**src/rtl/wb_mbox_pkg.sv**
```systemverilog
// rtl/wb_mbox_pkg.sv - shared constants and helpers for the Wishbone mailbox FIFO
package wb_mbox_pkg;

    // Value of wb_adr_i[2] selecting each register
    localparam logic ADR_DATA   = 1'b0;
    localparam logic ADR_STATUS = 1'b1;

    // STATUS word layout; rx_count occupies the low bits from bit 0
    localparam int STATUS_OVF_BIT   = 31;
    localparam int STATUS_UNF_BIT   = 30;
    localparam int STATUS_TXCNT_LSB = 16;

    // Expand 4 byte selects into a 32-bit data mask
    function automatic logic [31:0] byte_mask(input logic [3:0] sel);
        logic [31:0] mask;
        for (int i = 0; i < 4; i++) begin
            mask[8*i +: 8] = {8{sel[i]}};
        end
        return mask;
    endfunction

endpackage

```
**src/rtl/mbox_sync_fifo.sv**
```systemverilog
// rtl/mbox_sync_fifo.sv - single-clock first-word-fall-through FIFO with pre-edge full/empty
//
// Ports:
//   clk, rst      clock, asynchronous active-high reset
//   push, wdata   write request; ignored while full (full is the pre-edge state)
//   pop           read request; ignored while empty (empty is the pre-edge state)
//   rdata         head word, valid whenever empty is low
//   count         number of stored words (0 .. 2**DEPTH_LOG2)
//   full, empty   decoded from the registered count
module mbox_sync_fifo #(
    parameter  int DEPTH_LOG2 = 4,
    localparam int CW         = DEPTH_LOG2 + 1
) (
    input  logic          clk,
    input  logic          rst,
    input  logic          push,
    input  logic          pop,
    input  logic [31:0]   wdata,
    output logic [31:0]   rdata,
    output logic [CW-1:0] count,
    output logic          full,
    output logic          empty
);

    localparam int DEPTH = 1 << DEPTH_LOG2;

    logic [31:0]           mem [DEPTH];
    logic [DEPTH_LOG2-1:0] wr_ptr;
    logic [DEPTH_LOG2-1:0] rd_ptr;
    logic                  do_push;
    logic                  do_pop;

    assign full  = (count == CW'(DEPTH));
    assign empty = (count == '0);

    // A pop on a full FIFO does not make room for a push on the same edge
    assign do_push = push & ~full;
    assign do_pop  = pop & ~empty;

    assign rdata = mem[rd_ptr];

    always_ff @(posedge clk) begin
        if (do_push) begin
            mem[wr_ptr] <= wdata;
        end
    end

    always_ff @(posedge clk or posedge rst) begin
        if (rst) begin
            wr_ptr <= '0;
            rd_ptr <= '0;
            count  <= '0;
        end else begin
            if (do_push) begin
                wr_ptr <= wr_ptr + 1'b1;
            end
            if (do_pop) begin
                rd_ptr <= rd_ptr + 1'b1;
            end
            case ({do_push, do_pop})
                2'b10:   count <= count + 1'b1;
                2'b01:   count <= count - 1'b1;
                default: ;
            endcase
        end
    end

endmodule

```
**src/rtl/wb_mbox_fifo.sv**
```systemverilog
// rtl/wb_mbox_fifo.sv - Wishbone classic slave mailbox with TX/RX FIFOs and status word
//
// Build option: define MBOX_ERR_EN to answer writes to a full TX FIFO and
// reads of an empty RX FIFO with wb_err_o (no side effect, no flag) instead
// of dropping/zero-filling with the sticky ovf/unf flags.
//
// Ports:
//   clk_i, rst_i        clock, asynchronous active-high reset
//   wb_*                Wishbone classic slave; wb_adr_i[2] selects DATA(0)/STATUS(1)
//   tx_valid_o/tx_data_o/tx_ready_i   TX stream out, head word shown while valid
//   rx_valid_i/rx_data_i/rx_ready_o   RX stream in, accepted while not full
module wb_mbox_fifo
    import wb_mbox_pkg::*;
#(
    parameter int DEPTH_LOG2 = 4
) (
    input  logic        clk_i,
    input  logic        rst_i,
    input  logic        wb_cyc_i,
    input  logic        wb_stb_i,
    input  logic [31:0] wb_adr_i,
    input  logic [3:0]  wb_sel_i,
    input  logic        wb_we_i,
    input  logic [31:0] wb_dat_i,
    output logic [31:0] wb_dat_o,
    output logic        wb_ack_o,
    output logic        wb_err_o,
    output logic        wb_stall_o,
    output logic        tx_valid_o,
    output logic [31:0] tx_data_o,
    input  logic        tx_ready_i,
    input  logic        rx_valid_i,
    input  logic [31:0] rx_data_i,
    output logic        rx_ready_o
);

    localparam int CW = DEPTH_LOG2 + 1;

`ifdef MBOX_ERR_EN
    localparam bit ERR_EN = 1'b1;
`else
    localparam bit ERR_EN = 1'b0;
`endif

    logic          req;
    logic          is_status;
    logic          tx_push;
    logic          rx_pop;
    logic          bad_req;
    logic [31:0]   rx_rdata;
    logic [CW-1:0] tx_count;
    logic [CW-1:0] rx_count;
    logic          tx_full;
    logic          tx_empty;
    logic          rx_full;
    logic          rx_empty;
    logic          ovf;
    logic          unf;
    logic [31:0]   status_word;
    logic          unused_adr;

    assign unused_adr = ^{wb_adr_i[31:3], wb_adr_i[1:0]};

    // The ack/err cycle itself is never taken as a new request
    assign req       = wb_cyc_i & wb_stb_i & ~wb_ack_o & ~wb_err_o;
    assign is_status = (wb_adr_i[2] == ADR_STATUS);

    // A full TX write or empty RX read; FIFOs already ignore these, so the
    // only effect of bad_req is choosing err vs. ack/flag.
    assign bad_req = req & ~is_status & (wb_we_i ? tx_full : rx_empty);

    assign tx_push = req & wb_we_i & ~is_status;
    assign rx_pop  = req & ~wb_we_i & ~is_status;

    mbox_sync_fifo #(.DEPTH_LOG2(DEPTH_LOG2)) u_tx_fifo (
        .clk   (clk_i),
        .rst   (rst_i),
        .push  (tx_push),
        .pop   (tx_ready_i),
        .wdata (wb_dat_i & byte_mask(wb_sel_i)),
        .rdata (tx_data_o),
        .count (tx_count),
        .full  (tx_full),
        .empty (tx_empty)
    );

    mbox_sync_fifo #(.DEPTH_LOG2(DEPTH_LOG2)) u_rx_fifo (
        .clk   (clk_i),
        .rst   (rst_i),
        .push  (rx_valid_i),
        .pop   (rx_pop),
        .wdata (rx_data_i),
        .rdata (rx_rdata),
        .count (rx_count),
        .full  (rx_full),
        .empty (rx_empty)
    );

    assign tx_valid_o = ~tx_empty;
    assign rx_ready_o = ~rx_full;
    assign wb_stall_o = 1'b0;

    always_comb begin
        status_word                              = '0;
        status_word[CW-1:0]                      = rx_count;
        status_word[STATUS_TXCNT_LSB +: CW]      = tx_count;
        status_word[STATUS_OVF_BIT]              = ovf;
        status_word[STATUS_UNF_BIT]              = unf;
    end

    always_ff @(posedge clk_i or posedge rst_i) begin
        if (rst_i) begin
            wb_ack_o <= 1'b0;
            wb_err_o <= 1'b0;
            wb_dat_o <= '0;
            ovf      <= 1'b0;
            unf      <= 1'b0;
        end else begin
            wb_ack_o <= 1'b0;
            wb_err_o <= 1'b0;
            if (req) begin
                if (ERR_EN && bad_req) begin
                    wb_err_o <= 1'b1;
                end else begin
                    wb_ack_o <= 1'b1;
                    if (!is_status) begin
                        if (wb_we_i) begin
                            if (tx_full) begin
                                ovf <= 1'b1;
                            end
                        end else if (rx_empty) begin
                            wb_dat_o <= '0;
                            unf      <= 1'b1;
                        end else begin
                            wb_dat_o <= rx_rdata;
                        end
                    end else if (wb_we_i) begin
                        // Flags are write-one-to-clear through the top byte lane only
                        if (wb_sel_i[3]) begin
                            if (wb_dat_i[STATUS_OVF_BIT]) ovf <= 1'b0;
                            if (wb_dat_i[STATUS_UNF_BIT]) unf <= 1'b0;
                        end
                    end else begin
                        wb_dat_o <= status_word;
                    end
                end
            end
        end
    end

endmodule

```
**config.mk**
```make
export PLATFORM = sky130hd
export DESIGN_NAME = wb_mbox_fifo
export DESIGN_NICKNAME = d
export VERILOG_FILES = /design/src/rtl/wb_mbox_pkg.sv /design/src/rtl/mbox_sync_fifo.sv /design/src/rtl/wb_mbox_fifo.sv
export SDC_FILE = /design/constraint.sdc
export NUM_CORES = 1
export LEC_CHECK = 0
export ABC_AREA = 1
export ABC_CLOCK_PERIOD_IN_PS = 3000
export BUFFER_PORTS_ARGS = -buffer_cell sky130_fd_sc_hd__clkbuf_2
export CAP_MARGIN = 10
export CORE_ASPECT_RATIO = 0.8
export CORE_MARGIN = 10
export CORE_UTILIZATION = 56
export DETAILED_ROUTE_END_ITERATION = 10
export PLACE_DENSITY = 0.76
export SLEW_MARGIN = 30
export SYNTH_ARGS = -nofsm -noshare
export SYNTH_HDL_FRONTEND = slang
export SYNTH_SLANG_ARGS = --single-unit
```
**constraint.sdc**
```tcl
create_clock -name clk_i -period 3 [get_ports clk_i]
set_clock_uncertainty 0.1 [all_clocks]
set_input_delay 0.6 -clock clk_i [delete_from_list [all_inputs] [get_ports clk_i]]
set_output_delay 0.6 -clock clk_i [all_outputs]
set_load 0.1 [all_outputs]
```
==> results of run 1 <==
## sequential cells by signal, indices dropped and copies added, names as in the netlist
signal,flops
u_tx_fifo.rd_ptr,4
wb_ack_o,1
u_tx_fifo.count,5
unf,1
u_rx_fifo.mem,512
wb_dat_o,32
u_tx_fifo.mem,512
u_rx_fifo.rd_ptr,4
ovf,1
u_tx_fifo.wr_ptr,4
u_rx_fifo.wr_ptr,4
u_rx_fifo.count,5
## cell usage after synthesis
| master | number |
|---|---|
| edfxtp_1 | 1024 |
| nor2_1 | 727 |
| o21ai_0 | 460 |
| nand2_1 | 327 |
| o211ai_1 | 215 |
| nand3_1 | 168 |
| inv_1 | 135 |
| clkbuf_1 | 114 |
| o21ai_1 | 88 |
| dfrtp_1 | 61 |
| buf_2 | 59 |
| a21oi_1 | 47 |
| buf_6 | 22 |
| buf_1 | 20 |
| ha_1 | 17 |
| xor2_1 | 11 |
| buf_4 | 10 |
| inv_2 | 5 |
| xnor2_1 | 4 |
| clkinv_1 | 2 |
| nand4_1 | 2 |
| nor2_2 | 2 |
| nor2_4 | 2 |
| nor4_1 | 2 |
| o21bai_1 | 2 |
| or2_2 | 2 |
| a21boi_0 | 1 |
| a31oi_1 | 1 |
| and3_1 | 1 |
| clkbuf_2 | 1 |
| conb_1 | 1 |
| o22ai_1 | 1 |
## cell type report
cell class,instances,area [µm²],area share
tap,1023,1280,0.0249
timing repair buffer,287,3510,0.0683
inverter,142,557,0.0109
sequential,1085,32300,0.629
multi-input combinational,2082,10200,0.199
antenna,5,12.5,0.000244
clock inverter,46,652,0.0127
clock buffer,138,2750,0.0535
timing repair inverter,3,28.8,0.000561
## final timing paths
| path | from | to | cells after the start |
|---|---|---|---|
| max in group asynchronous | rst_i | u_rx_fifo.rd_ptr[0]$_DFFE_PP0P_ | 4 |
| max | u_tx_fifo.rd_ptr[0]$_DFFE_PP0P_ | tx_data_o[8] | 8 |
| max reg2reg | u_rx_fifo.count[0]$_DFFE_PP0P_ | u_rx_fifo.count[4]$_DFFE_PP0P_ | 13 |
| min | wb_we_i | unf$_DFFE_PP0P_ | 4 |
| min in group asynchronous | rst_i | wb_dat_o[10]$_DFFE_PP0N_ | 4 |
| min reg2reg | wb_dat_o[23]$_DFFE_PP0N_ | wb_dat_o[23]$_DFFE_PP0N_ | 2 |
## power by group through the flow
stage | logic, µW | registers, µW | clock network, µW
after global routing | 24400 | 18400 | 13900
after detailed placement | 20800 | 18600 | 0
after global placement | 20400 | 18500 | 0
after CTS | 21700 | 18300 | 13200
final | 22900 | 18300 | 13200
after floorplan | 12900 | 19800 | 0
## per-stage QoR
step | util | TNS [ns] | setup WS [ns]
after global placement | 0.608 | 0 | 0.119
final | 0.664 | -7.18 | -0.339
after CTS | 0.657 | -6.73 | -0.272
after detailed placement | 0.608 | 0 | 0.0750
after floorplan | - | 0 | 0.0279
after global routing | 0.664 | -10.27 | -0.440
## logic make-up (layout without fill, tap and decap cells)
kind of cell,Yosys count,in the layout,share of synthesized area
buf+inv,368,616,0.0379
simple gates,1233,1233,0.111
flops,1085,1085,0.737
compound gates,815,815,0.106
fa+ha+maj,17,17,0.00486
xor+xnor,15,15,0.00300
other cells,1,7,0.0000856
## metal layers
layer | track usage | up-vias | share of wire
met4 | 0.0686 | 0 | 0.025
met3 | 0.0429 | 238 | 0.11
met1 | 0.341 | 14400 | 0.40
met2 | 0.372 | 1718 | 0.47
li1 | - | 13000 | -
met5 | 0 | - | 0
## what timing repair did
item	CTS	global route
resized for setup	100	48
pin swaps	13	19
cloned	5	17
endpoints found under the hold margin	61	0
hold buffers	1	0
endpoints found under the setup margin	32	33
buffers inserted	7	8
## critical path: stages, from the launching register on
cell       delay, ns
dfrtp_4         0.49
buf_4           0.16
buf_16          0.17
clkbuf_16       0.19
o21ai_0         0.20
o21ai_0         0.12
o211ai_1        0.24
nand2_1         0.16
buf_12          0.20
==> out/results.ini, run 1 <==
[clock_tree]
clockBufferDepth=3
cts.sinks=1085
path_clk_slew_ns=0.06
cts-root-buf=clkbuf_16
numCtsBuffers=100
htreeDepth=3
cts_tree=yes
insertion_delay_ns=0.68

[power_and_ir_drop]
net-switching-power_uw=21900
p_seq_frac=0.336
p_total_uw=54400
comb_power_share=0.421
clock_power_share=0.243
p_leak_uw=0.0181
ir_worst_vdd_mv=0.939
cellPowerDensity_nw_per_um2=1060
power.internal_uw=32400
swShare=0.403

[floorplan]
initial_core_util=0.566
num_rows=91
die_area_um2=89800
die_height_um=270
fp.coreArea_um2=77300
die_w_um=333
pin_count=176

[critical_path]
required_ns=2.30
cp.arrival_ns=2.64
cp-start-kind=register
reg2reg_slack_ns=0.18
crit_type=register to output pin
cp-end-kind=output pin
path_max_fanout=9

[grt]
grt_pass1_vias=27400
overflow=0
grt_usage=0.238
grt_max_degree=156
grt_pass1_wl_um=165000
antenna_found_initial=4

[final_layout]
drive_above_1_share=0.140
fillers=5136
design_area_um2=51300
syn_to_final_growth_pct=17.2
layout_commonest_cell=edfxtp_1
layout_common_cells=edfxtp_1, nor2_1, o21ai_0, nand2_1, o211ai_1
layout.cells.non_filler=4811
layout.nets=3825

[routing]
detail_route.wl_per_cell_um=23.7
post-route-drc-count=0
drt-initial-drc-count=4351
drt_wl_total_um=114000
num_vias=29400
ant_nets=0
routed_via_density=6.10
firstDrtPassIters=6

[synth]
yosys.area.top_type=edfxtp_1
syn-cell-area_um2=43800
syn_area_per_cell_um2=12.4
synthDistinctLibCells=32
synth_seq_area_share=0.737
synthTopCellsByArea=edfxtp_1, nor2_1, o21ai_0
synth_top_area_share=0.702
ys_warn_count=0
yosys_register_bits=1085
synth_cells=3534

[timing]
relSlewSlack=0.320
worst_pin_slew_ns=1.02
hold_viol_final=0
post-route-min-period_ns=3.34
grt_setup_unrepaired=yes
layout_setup_ws_ns=-0.339
final_max_slew_viol_count=0
max_freq_mhz=299
whs_ns=0.216
post-route-period-util=1.11
finalSetupViolCount=32

[placement]
dpl_cell_area_um2=47000
gp_congestion=0.806
post-dp-hpwl_um=58300
place_inst=4585
port_buffers=142

[run_status]
failed_checks=setup timing
status=complete, but fails checks

[run]
max_cap_viol_count=0

[hold_path]
hold_class=input pin to register

No activity file was read; power rests on OpenSTA's default activity.
==> inputs of run 2 (changes only) <==
--- a/config.mk
+++ b/config.mk
@@ -14,6 +14,7 @@
 export CORE_UTILIZATION = 56
 export DETAILED_ROUTE_END_ITERATION = 10
 export PLACE_DENSITY = 0.76
+export SETUP_SLACK_MARGIN = 0.5
 export SLEW_MARGIN = 30
 export SYNTH_ARGS = -nofsm -noshare
 export SYNTH_HDL_FRONTEND = slang
==> run 2 against run 1 <==
- the run still ends with setup timing left
- hold slack got worse by 0.0083 ns
- maximum frequency decreased by 0.17%
- critical path depth fell by 1
- power fell by 0.81%
- cell area barely moved
- setup slack got worse by 0.0057 ns
- die area unchanged
- clock power about the same
- non-clock buffer count decreased by 2
- routed wire length fell by 2.4%
- register-to-register slack better by 0.32 ns
==> out/results.ini, run 2 (same netlist as run 1, synthesis figures left out) <==
[clock_tree]
cts.sinks=1085  ; unchanged
cts_tree=yes  ; unchanged
insertion_delay_ns=0.68  ; about the same
htreeDepth=3  ; unchanged
clockBufferDepth=3  ; unchanged
cts-root-buf=clkbuf_16  ; unchanged
path_clk_slew_ns=0.06  ; about the same
numCtsBuffers=103  ; was 100

[final_layout]
fin_util=0.664  ; about the same
seqCellArea_um2=32300  ; about the same
syn_to_final_growth_pct=17.2  ; about the same
layout.nets=3826  ; was 3825
drive_above_1_share=0.147  ; was 0.140
layout.cells.non_filler=4817  ; was 4811
fillers=5178  ; was 5136
design_area_um2=51300  ; about the same
layout_commonest_cell=edfxtp_1  ; unchanged
layout_common_cells=edfxtp_1, nor2_1, o21ai_0, nand2_1, o211ai_1  ; unchanged
multi_input_area_um2=10300  ; was 10200 µm²
reg_top3=u_rx_fifo.mem x512, u_tx_fifo.mem x512, wb_dat_o x32  ; unchanged

[power_and_ir_drop]
ir_worst_vdd_mv=0.857  ; was 0.939 mV
power.internal_uw=32200  ; was 32400 µW
p_total_uw=53900  ; was 54400 µW
cellPowerDensity_nw_per_um2=1050  ; was 1060 nW/µm²
swShare=0.402  ; was 0.403
comb_power_share=0.416  ; was 0.421
p_seq_frac=0.340  ; was 0.336
p_leak_uw=0.0181  ; about the same
net-switching-power_uw=21700  ; was 21900 µW
clock_power_share=0.245  ; was 0.243

[critical_path]
r2r-start=u_rx_fifo.count[3]$_DFFE_PP0P_  ; was u_rx_fifo.count[0]$_DFFE_PP0P_
cp-start-kind=register  ; unchanged
cp-startpoint=u_tx_fifo.rd_ptr[0]$_DFFE_PP0P_  ; unchanged
path_max_fanout=50  ; was 9
cp-end-kind=output pin  ; unchanged
r2r_cells=13  ; unchanged
cp.arrival_ns=2.64  ; about the same
crit_type=register to output pin  ; unchanged
required_ns=2.30  ; about the same

[routing]
ant_nets=0  ; unchanged
firstDrtPassIters=6  ; unchanged
routed_via_density=6.01  ; was 6.10
drt_wl_total_um=111000  ; was 114000 µm
num_vias=29000  ; was 29400
detail_route.wl_per_cell_um=23.1  ; was 23.7 µm
drt-initial-drc-count=3624  ; was 4351
post-route-drc-count=0  ; unchanged

[floorplan]
initial_core_util=0.566  ; unchanged
num_rows=91  ; unchanged
die_w_um=333  ; unchanged
die_height_um=270  ; unchanged
pin_count=176  ; unchanged
fp.coreArea_um2=77300  ; unchanged
die_area_um2=89800  ; unchanged

[placement]
dpl_cell_area_um2=46900  ; was 47000 µm²
post-dp-hpwl_um=55700  ; was 58300 µm
port_buffers=142  ; unchanged
gp_congestion=0.797  ; was 0.806
place_inst=4572  ; was 4585
place_ws_ns=0.276  ; was 0.0750 ns

[grt]
grt_pass1_wl_um=164000  ; was 165000 µm
grt_max_degree=156  ; unchanged
overflow=0  ; unchanged
globalRouteMet2Util=0.368  ; was 0.372
grt_pass1_vias=27600  ; was 27400
grt_util_met1=0.329  ; was 0.341
busiest_layer=met2  ; unchanged
antenna_found_initial=8  ; was 4
grt_usage=0.236  ; was 0.238
grtUsageMet3=0.0396  ; was 0.0429

[timing]
post-route-min-period_ns=3.34  ; about the same
worst_pin_slew_ns=0.794  ; was 1.02 ns
final_max_slew_viol_count=0  ; unchanged
layout_setup_ws_ns=-0.345  ; was -0.339 ns
max_freq_mhz=299  ; about the same
hold_viol_final=0  ; unchanged
grt_setup_unrepaired=yes  ; unchanged
relSlewSlack=0.471  ; was 0.320
post-route-period-util=1.11  ; about the same
finalSetupViolCount=32  ; unchanged

[run_status]
status=complete, but fails checks  ; unchanged
failed_checks=setup timing  ; unchanged

[hold_path]
hold_class=input pin to register  ; unchanged
min_from=rx_data_i[7]  ; was wb_we_i
hold_depth=1  ; was 4

[run]
max_cap_viol_count=0  ; unchanged

-- run 2: final timing paths --
path / endpoint / slack (ns)
min in group asynchronous: wb_dat_o[10]$_DFFE_PP0N_ / 0.46
hold / removal: u_rx_fifo.mem[11][7]$_DFFE_PP_ / 0.21
setup reg to reg: u_rx_fifo.count[4]$_DFFE_PP0P_ / 0.50
hold reg to reg: wb_dat_o[28]$_DFFE_PP0N_ / 0.38
max in group asynchronous: u_tx_fifo.rd_ptr[0]$_DFFE_PP0P_ / 1.66
setup / recovery: tx_data_o[30] / -0.34
-- run 2: worst max-delay path, stage by stage (launching register included) --
cell and delay (ns):
dfrtp_4 0.56, buf_16 0.20, buf_12 0.19, o21ai_0 0.25, o21ai_0 0.15, o211ai_1 0.25, nand2_2 0.15, buf_12 0.20
-- run 2: cell type report --
cell class                 instances  area share
clock inverter                    61      0.0137
timing repair buffer             285      0.0653
tap                             1023      0.0249
timing repair inverter             2    0.000536
clock buffer                     129      0.0535
antenna                            7    0.000341
inverter                         142      0.0109
multi-input combinational       2083       0.201
sequential                      1085       0.629
-- run 2: through the flow --
stage	hold slack (ns)	TNS [ns]
floorplan	0.342	0
global placement	0.361	0
detailed placement	0.366	0
CTS	0.174	-5.82
global route	0.216	-8.97
finish	0.208	-5.79
-- run 2: power by group through the flow --
| stage | clock (µW) | sequential [µW] | combinational [µW] |
|---|---|---|---|
| after floorplan | 0 | 19800 | 13000 |
| after global placement | 0 | 18500 | 20200 |
| after detailed placement | 0 | 18600 | 20600 |
| after CTS | 13300 | 18300 | 21600 |
| after global routing | 13900 | 18400 | 24000 |
| final | 13200 | 18300 | 22400 |
-- run 2: layer usage --
layer / part of all wire / vias up
li1: - / 13000
met1: 0.40 / 14200
met2: 0.47 / 1531
met3: 0.097 / 238
met4: 0.034 / 2
met5: 0.00012 / -
-- run 2: repair_timing --
item	in CTS	in global routing
hold buffers	1	0
buffers inserted	7	25
endpoints found under the hold margin	27	0
pin swaps	21	30
gates resized for setup	88	50
endpoints found under the setup margin	37	60
cloned	6	9
